===== src/rtl/control_unit_pkg.sv =====
// Shared encodings for the hardwired control unit: opcodes, sequence states,
// select/function codes and the idle control vector.
package cu_pkg;

    typedef enum logic [3:0] {
        OpLd  = 4'h0, OpLdm = 4'h1, OpSt  = 4'h2, OpMov = 4'h3,
        OpAdd = 4'h4, OpSub = 4'h5, OpAnd = 4'h6, OpOr  = 4'h7,
        OpNot = 4'h8, OpInc = 4'h9, OpDec = 4'hA, OpBra = 4'hB,
        OpBne = 4'hC, OpBeq = 4'hD, OpNop = 4'hE, OpHlt = 4'hF
    } opcode_t;

    typedef enum logic [2:0] {
        StT0   = 3'd0,
        StT1   = 3'd1,
        StT2   = 3'd2,
        StT3   = 3'd3,
        StHalt = 3'd4
    } tState_t;

    localparam logic [1:0] FunDec   = 2'b00;
    localparam logic [1:0] FunInc   = 2'b01;
    localparam logic [1:0] FunLoad  = 2'b10;
    localparam logic [1:0] FunClear = 2'b11;

    localparam logic [1:0] ArfAr     = 2'b00;
    localparam logic [1:0] ArfSp     = 2'b01;
    localparam logic [1:0] ArfPcPast = 2'b10;
    localparam logic [1:0] ArfPc     = 2'b11;

    // ARF write enables are active-low, MSB-first: {AR, SP, PC}
    localparam logic [2:0] ArfEnAr   = 3'b011;
    localparam logic [2:0] ArfEnSp   = 3'b101;
    localparam logic [2:0] ArfEnPc   = 3'b110;
    localparam logic [2:0] ArfEnNone = 3'b111;

    localparam logic [1:0] MuxAluOut = 2'b00;
    localparam logic [1:0] MuxMemOut = 2'b01;
    localparam logic [1:0] MuxIrLow  = 2'b10;
    localparam logic [1:0] MuxArfC   = 2'b11;

    localparam logic [3:0] AluPassA = 4'b0000;
    localparam logic [3:0] AluNotA  = 4'b0010;
    localparam logic [3:0] AluAdd   = 4'b0100;
    localparam logic [3:0] AluSub   = 4'b0101;
    localparam logic [3:0] AluAnd   = 4'b0111;
    localparam logic [3:0] AluOr    = 4'b1000;

    typedef struct packed {
        logic [1:0] rfOutASel;
        logic [1:0] rfOutBSel;
        logic [1:0] rfFunSel;
        logic [3:0] rfRegSel;
        logic [3:0] aluFunSel;
        logic [1:0] arfOutCSel;
        logic [1:0] arfOutDSel;
        logic [1:0] arfFunSel;
        logic [2:0] arfRegSel;
        logic       irLH;
        logic       irEnable;
        logic [1:0] irFunsel;
        logic       memWR;
        logic       memCS;
        logic [1:0] muxASel;
        logic [1:0] muxBSel;
        logic       muxCSel;
    } ctrlVec_t;

    localparam ctrlVec_t CtrlDefault = '{
        rfOutASel: 2'b00, rfOutBSel: 2'b00, rfFunSel: 2'b00, rfRegSel: 4'b1111,
        aluFunSel: 4'b0000, arfOutCSel: 2'b00, arfOutDSel: 2'b00, arfFunSel: 2'b00,
        arfRegSel: 3'b111, irLH: 1'b0, irEnable: 1'b0, irFunsel: 2'b00,
        memWR: 1'b0, memCS: 1'b1, muxASel: 2'b00, muxBSel: 2'b00, muxCSel: 1'b0
    };

    // RF write enables are active-low, MSB-first: {R0, R1, R2, R3}
    function automatic logic [3:0] rfSelect(input logic [1:0] idx);
        return ~(4'b1000 >> idx);
    endfunction

endpackage


===== src/rtl/control_unit_sequence_counter.sv =====
// 3-bit instruction phase counter; clear wins over hold, hold wins over increment.
module sequence_counter (
    input  logic       Clock,
    input  logic       RESET_N,
    input  logic       inc,
    input  logic       clr,
    input  logic       hold,
    output logic [2:0] count
);

    always_ff @(posedge Clock or negedge RESET_N) begin
        if (!RESET_N) begin
            count <= 3'd0;
        end else if (clr) begin
            count <= 3'd0;
        end else if (!hold && inc) begin
            count <= count + 3'd1;
        end
    end

endmodule


===== src/rtl/control_unit.sv =====
// Hardwired sequencer driving every ALUSystem control input from IROut.
// Optional macro CU_HALT_EN turns opcode F into a HALT that holds until reset.
module control_unit
    import cu_pkg::*;
(
    input  logic        Clock,
    input  logic        RESET_N,
    input  logic [15:0] IROut,
    input  logic [3:0]  ALUOutFlag,
    output logic [1:0]  RF_OutASel,
    output logic [1:0]  RF_OutBSel,
    output logic [1:0]  RF_FunSel,
    output logic [3:0]  RF_RegSel,
    output logic [3:0]  ALU_FunSel,
    output logic [1:0]  ARF_OutCSel,
    output logic [1:0]  ARF_OutDSel,
    output logic [1:0]  ARF_FunSel,
    output logic [2:0]  ARF_RegSel,
    output logic        IR_LH,
    output logic        IR_Enable,
    output logic [1:0]  IR_Funsel,
    output logic        Mem_WR,
    output logic        Mem_CS,
    output logic [1:0]  MuxASel,
    output logic [1:0]  MuxBSel,
    output logic        MuxCSel,
    output logic        Halted
);

    logic [2:0] tCount;
    tState_t    tState;
    opcode_t    op;
    logic [1:0] rd;
    logic [1:0] rs;
    logic       zFlag;
    logic       seqInc;
    logic       seqClr;
    logic       seqHold;
    ctrlVec_t   cv;
    logic       unusedBits;

    assign tState     = tState_t'(tCount);
    assign op         = opcode_t'(IROut[15:12]);
    assign rd         = IROut[11:10];
    assign rs         = IROut[9:8];
    assign zFlag      = ALUOutFlag[3];
    assign unusedBits = ^{IROut[7:0], ALUOutFlag[2:0]};

    sequence_counter seqCounter (
        .Clock   (Clock),
        .RESET_N (RESET_N),
        .inc     (seqInc),
        .clr     (seqClr),
        .hold    (seqHold),
        .count   (tCount)
    );

    // Every cycle starts from the idle vector; each phase overrides only what it drives.
    always_comb begin
        cv      = CtrlDefault;
        seqInc  = 1'b0;
        seqClr  = 1'b0;
        seqHold = 1'b0;
        if (RESET_N) begin
            case (tState)
                StT0, StT1: begin
                    cv.arfOutDSel = ArfPc;
                    cv.memCS      = 1'b0;
                    cv.irEnable   = 1'b1;
                    cv.irFunsel   = FunLoad;
                    cv.irLH       = (tState == StT1);
                    cv.arfRegSel  = ArfEnPc;
                    cv.arfFunSel  = FunInc;
                    seqInc        = 1'b1;
                end
                StT2: begin
                    seqClr = 1'b1;
                    case (op)
                        OpLd: begin
                            cv.muxASel  = MuxIrLow;
                            cv.rfFunSel = FunLoad;
                            cv.rfRegSel = rfSelect(rd);
                        end
                        OpLdm, OpSt: begin
                            cv.muxBSel   = MuxIrLow;
                            cv.arfFunSel = FunLoad;
                            cv.arfRegSel = ArfEnAr;
                            seqClr       = 1'b0;
                            seqInc       = 1'b1;
                        end
                        OpMov, OpNot: begin
                            cv.rfOutASel = rs;
                            cv.aluFunSel = (op == OpNot) ? AluNotA : AluPassA;
                            cv.muxASel   = MuxAluOut;
                            cv.rfFunSel  = FunLoad;
                            cv.rfRegSel  = rfSelect(rd);
                        end
                        OpAdd, OpSub, OpAnd, OpOr: begin
                            cv.rfOutASel = rd;
                            cv.rfOutBSel = rs;
                            cv.aluFunSel = (op == OpAdd) ? AluAdd :
                                           (op == OpSub) ? AluSub :
                                           (op == OpAnd) ? AluAnd : AluOr;
                            cv.muxASel   = MuxAluOut;
                            cv.rfFunSel  = FunLoad;
                            cv.rfRegSel  = rfSelect(rd);
                        end
                        OpInc, OpDec: begin
                            cv.rfFunSel = (op == OpInc) ? FunInc : FunDec;
                            cv.rfRegSel = rfSelect(rd);
                        end
                        OpBra, OpBne, OpBeq: begin
                            if (op == OpBra || (op == OpBne && !zFlag) ||
                                (op == OpBeq && zFlag)) begin
                                cv.muxBSel   = MuxIrLow;
                                cv.arfFunSel = FunLoad;
                                cv.arfRegSel = ArfEnPc;
                            end
                        end
`ifdef CU_HALT_EN
                        OpHlt: begin
                            seqClr = 1'b0;
                            seqInc = 1'b1;
                        end
`endif
                        default: ;
                    endcase
                end
                StT3: begin
                    seqClr = 1'b1;
                    case (op)
                        OpLdm: begin
                            cv.arfOutDSel = ArfAr;
                            cv.memCS      = 1'b0;
                            cv.muxASel    = MuxMemOut;
                            cv.rfFunSel   = FunLoad;
                            cv.rfRegSel   = rfSelect(rd);
                        end
                        OpSt: begin
                            cv.arfOutDSel = ArfAr;
                            cv.rfOutASel  = rd;
                            cv.muxCSel    = 1'b0;
                            cv.aluFunSel  = AluPassA;
                            cv.memWR      = 1'b1;
                            cv.memCS      = 1'b0;
                        end
`ifdef CU_HALT_EN
                        // HALT is reached by counting T3 -> 4, so the counter needs no load path
                        OpHlt: begin
                            seqClr = 1'b0;
                            seqInc = 1'b1;
                        end
`endif
                        default: ;
                    endcase
                end
                StHalt: seqHold = 1'b1;
                default: seqClr = 1'b1;
            endcase
        end
    end

    assign RF_OutASel  = cv.rfOutASel;
    assign RF_OutBSel  = cv.rfOutBSel;
    assign RF_FunSel   = cv.rfFunSel;
    assign RF_RegSel   = cv.rfRegSel;
    assign ALU_FunSel  = cv.aluFunSel;
    assign ARF_OutCSel = cv.arfOutCSel;
    assign ARF_OutDSel = cv.arfOutDSel;
    assign ARF_FunSel  = cv.arfFunSel;
    assign ARF_RegSel  = cv.arfRegSel;
    assign IR_LH       = cv.irLH;
    assign IR_Enable   = cv.irEnable;
    assign IR_Funsel   = cv.irFunsel;
    assign Mem_WR      = cv.memWR;
    assign Mem_CS      = cv.memCS;
    assign MuxASel     = cv.muxASel;
    assign MuxBSel     = cv.muxBSel;
    assign MuxCSel     = cv.muxCSel;

`ifdef CU_HALT_EN
    assign Halted = (tState == StHalt);
`else
    assign Halted = 1'b0;
`endif

endmodule

===== config.mk =====
export PLATFORM = sky130hd
export DESIGN_NAME = control_unit
export DESIGN_NICKNAME = d
export VERILOG_FILES = /design/src/rtl/control_unit_pkg.sv /design/src/rtl/control_unit_sequence_counter.sv /design/src/rtl/control_unit.sv
export SDC_FILE = /design/constraint.sdc
export NUM_CORES = 1
export LEC_CHECK = 0
export ABC_CLOCK_PERIOD_IN_PS = 2200
export CORE_UTILIZATION = 30
export CTS_CLUSTER_DIAMETER = 120
export DETAILED_ROUTE_END_ITERATION = 8
export PLACE_DENSITY_LB_ADDON = 0.08
export SLEW_MARGIN = 10
export SYNTH_ARGS = -nofsm -noshare
export SYNTH_HDL_FRONTEND = slang
export SYNTH_SLANG_ARGS = --single-unit

===== constraint.sdc =====
create_clock -name Clock -period 2.2 [get_ports Clock]
set_clock_uncertainty 0.05 [all_clocks]
set_input_delay 0.44 -clock Clock [delete_from_list [all_inputs] [get_ports Clock]]
set_output_delay 0.44 -clock Clock [all_outputs]
set_load 0.02 [all_outputs]

==> impl_metrics.csv <==
group,metric,value,unit
routing,wl_per_cell,12.4,um
floorplan,std_cell_rows,18,
cells_and_area,layout-drive-gt1-share,52.3,%
floorplan,die_w,53.1,um
power,power.leakage,0.000667,uW
routing,drt_wl_total,2530,um
floorplan,initial_core_util,31.6,%
cells_and_area,final_nets,202,
setup_path,worst-path-max-fanout,3,
clock_tree,root_buffer,"clkbuf_4",
synthesis,synthCells,111,
clock_tree,cts_tree,"built",
power,ir_worst_vdd,0.865,mV
cells_and_area,area_growth,81.3,%
clock_tree,hold_buffers,0,
power,pwr_density_cell,773,nW/um2
global_routing,grt_usage,17.9,%
setup_path,crit_family,"simple AND/OR/NAND/NOR gates",
cells_and_area,final_cells,204,
floorplan,die_y,53.1,um
routing,drc_errors,0,
setup_path,reg2reg_setup_slack,0.38,ns
setup_path,end_kind,"output port",
placement,io_buffers,38,
clock_tree,cts.clk_slew.worst_paths,0.04,ns
synthesis,ys_ff_latch,3,
setup_path,regToRegEndpoint,"seqCounter.count[1]",
setup_path,crit_path_cell_trace,"inv_1 -> buf_4 -> ha_4 -> or4_4 -> buf_6",
setup_path,cp-start-kind,"flip-flop",
timing,rsz0062_at_grt,"true",
setup_path,critPathLaunch,"seqCounter.count[0]",
timing,fin_tns_setup,-0.0597,ns
clock_tree,h-tree-depth,1,
routing,vias_per_cell,4.78,
outcome,status,"complete, but fails checks",
cells_and_area,largest_reg_flops,3,
floorplan,io_pins,57,
global_routing,grt_max_degree,12,
setup_path,reg2regPathDepth,7,
global_routing,grt_pass1_wl,3850,um
synthesis,ys_types,41,
placement,dp_cells,196,
clock_tree,cts_buffer_depth,2,
cells_and_area,top_regs,"seqCounter.count: 3 flops",
cells_and_area,diodes,0,
timing,slew_viol_final,0,
global_routing,antenna_found_initial,0,
setup_path,timing.rr.start,"seqCounter.count[0]",
global_routing,grt_pass1_vias,944,
setup_path,cpPeakStageDelay,0.53,ns
routing,drt_first_pass_iters,4,
power,finalPower,1100,uW
outcome,violations,"negative setup slack",
floorplan,die_area,2810,um2
synthesis,ys_seq_area_share,9.60,%
placement,dp_hpwl,1910,um
timing,fmax,449,MHz
cells_and_area,utilization,57.2,%
setup_path,critPathRequiredTime,1.71,ns
setup_path,worst-setup-path-type,"reg2out",
timing,fin_crit_sh,101,%
global_routing,grt-ovfl-total,0,
timing,hold_viol,0,
clock_tree,cts_made_buffers,3,
worst_hold_path,hold_class,"in2async",
placement,place_congestion,0.812,
routing,drtIter0Drc,12,
clock_tree,cts_sinks,3,
routing,vias,975,
setup_path,critPathArrivalTime,1.74,ns
clock_tree,clk_latency,0.24,ns
setup_path,cpMaxStageDelayCell,"or4_4",
timing,finalCriticalPeriod,2.23,ns
synthesis,synth_area,782,um2
routing,postRouteAntennaNets,0,
synthesis,yosys_warnings,0,
floorplan,core,2480,um2
flow_run,cap_violations,0,
synthesis,avgSynthCellArea,7.05,um2
timing,setup_viol,3,
timing,layout_setup_ws,-0.0290,ns
timing,timing.hold.ws,0.400,ns
setup_path,cp.buffers_inverters,3,
cells_and_area,regMostFlops,"seqCounter.count",
worst max path at each step:
| stage | end | cells past startpoint |
|---|---|---|
| after floorplan | RF_OutASel[0] | 5 |
| after global placement | RF_RegSel[1] | 6 |
| after detailed placement | RF_RegSel[0] | 6 |
| after CTS | RF_OutASel[1] | 8 |
| after global routing | RF_OutASel[0] | 8 |
| final | ARF_RegSel[2] | 5 |
power breakdown:
group	switching, uW	leakage, uW	internal, uW
registers	23.1	0.0000373	79.3
logic	458	0.000615	436
clock network	31.8	0.0000150	68.2
layer usage:
metal	global-route usage, %	up-vias	wire length, um
li1	-	493	-
met1	20.1	453	1000
met2	35.4	29	1400
met3	2.59	0	121
met4	2.19	0	0
met5	0	-	0
logic make-up after synthesis:
kind of cell    Yosys count  synth area share, %
buf+inv                  25                 18.4
xor+xnor                  3                 4.32
flops                     3                 9.60
fa+ha+maj                 5                 8.00
mux                       2                 2.56
compound gates           22                 19.4
other cells               2                0.960
simple gates             49                 36.8
final cells by class:
| type | count | area [um2] |
|---|---|---|
| sequential | 3 | 76.3 |
| inverter | 7 | 26.3 |
| fill | 241 | 1060 |
| tap | 30 | 37.5 |
| clock buffer | 4 | 26.3 |
| timing repair buffer | 72 | 549 |
| multi-input combinational | 88 | 702 |
metrics by stage:
stage | worst slack, ns | area, um2
5_1_grt | -0.123 | 1420
3_3_place_gp | -0.828 | 1330
2_1_floorplan | 0.121 | 801
3_5_place_dp | -0.864 | 1330
6_report | -0.0290 | 1420
4_1_cts | -0.00766 | 1420
cells in the mapped netlist (all sizes together):
| master | number | area share [%] |
|---|---|---|
| and2 | 3 | 2.4 |
| and3 | 1 | 0.80 |
| buf | 14 | 13 |
| nand3 | 1 | 0.64 |
| or3b | 2 | 2.6 |
| o2bb2ai | 1 | 1.1 |
| nand4b | 2 | 2.2 |
| nand2 | 5 | 2.4 |
| o22ai | 1 | 0.80 |
| dfrtp | 3 | 9.6 |
| nor4 | 1 | 0.80 |
| and4 | 1 | 1.1 |
| nor3 | 5 | 3.2 |
| mux2i | 2 | 2.6 |
| o21ai | 4 | 2.6 |
| xnor2 | 2 | 3.2 |
| a31o | 1 | 1.1 |
| xor2 | 1 | 1.1 |
| a21oi | 9 | 6.2 |
| a32oi | 2 | 2.2 |
| or4 | 1 | 0.96 |
| inv | 7 | 3.4 |
| nand2b | 3 | 2.4 |
| o32ai | 1 | 2.1 |
| nor2b | 4 | 3.2 |
| nand4 | 1 | 0.80 |
| ha | 5 | 8.0 |
| a211oi | 1 | 0.96 |
| clkbuf | 4 | 1.9 |
| conb | 2 | 0.96 |
| nor2 | 12 | 5.8 |
| nand3b | 5 | 5.3 |
| or2 | 2 | 2.2 |
| a32o | 1 | 1.3 |
| a21o | 1 | 0.96 |
worst register-to-register path, cell delays in order, from the launching register on:
cell,delay (ns)
dfrtp_1,0.41
inv_1,0.13
ha_4,0.18
nand3b_4,0.13
buf_4,0.17
o32ai_2,0.35
mux2i_1,0.23
nor2_1,0.06
placed cells by master, fill, tap and decap left out, drive strengths merged, types with 2 or more instances in the layout:
cell type      synthesis  layout
a32oi                  2       2
nor2                  12      12
inv                    7       7
dfrtp                  3       3
dlygate4sd2            0       2
clkdlybuf4s15          0       2
nand4b                 2       2
xnor2                  2       2
nor2b                  4       4
nor3                   5       5
mux2i                  2       2
nand2b                 3       3
or3b                   2       2
clkbuf                 4      16
nand3b                 5       5
buf                   14      51
conb                   2       7
a21oi                  9       9
and2                   3       3
ha                     5       5
nand2                  5       5
or2                    2       2
clkdlybuf4s50          0       5
o21ai                  4       4
timing repair:
item	CTS	global route
endpoints found under the setup margin	28	23
gates resized for setup	131	29
buffers inserted	2	2
pin swaps	8	3
(Power assumes the default switching activity.)
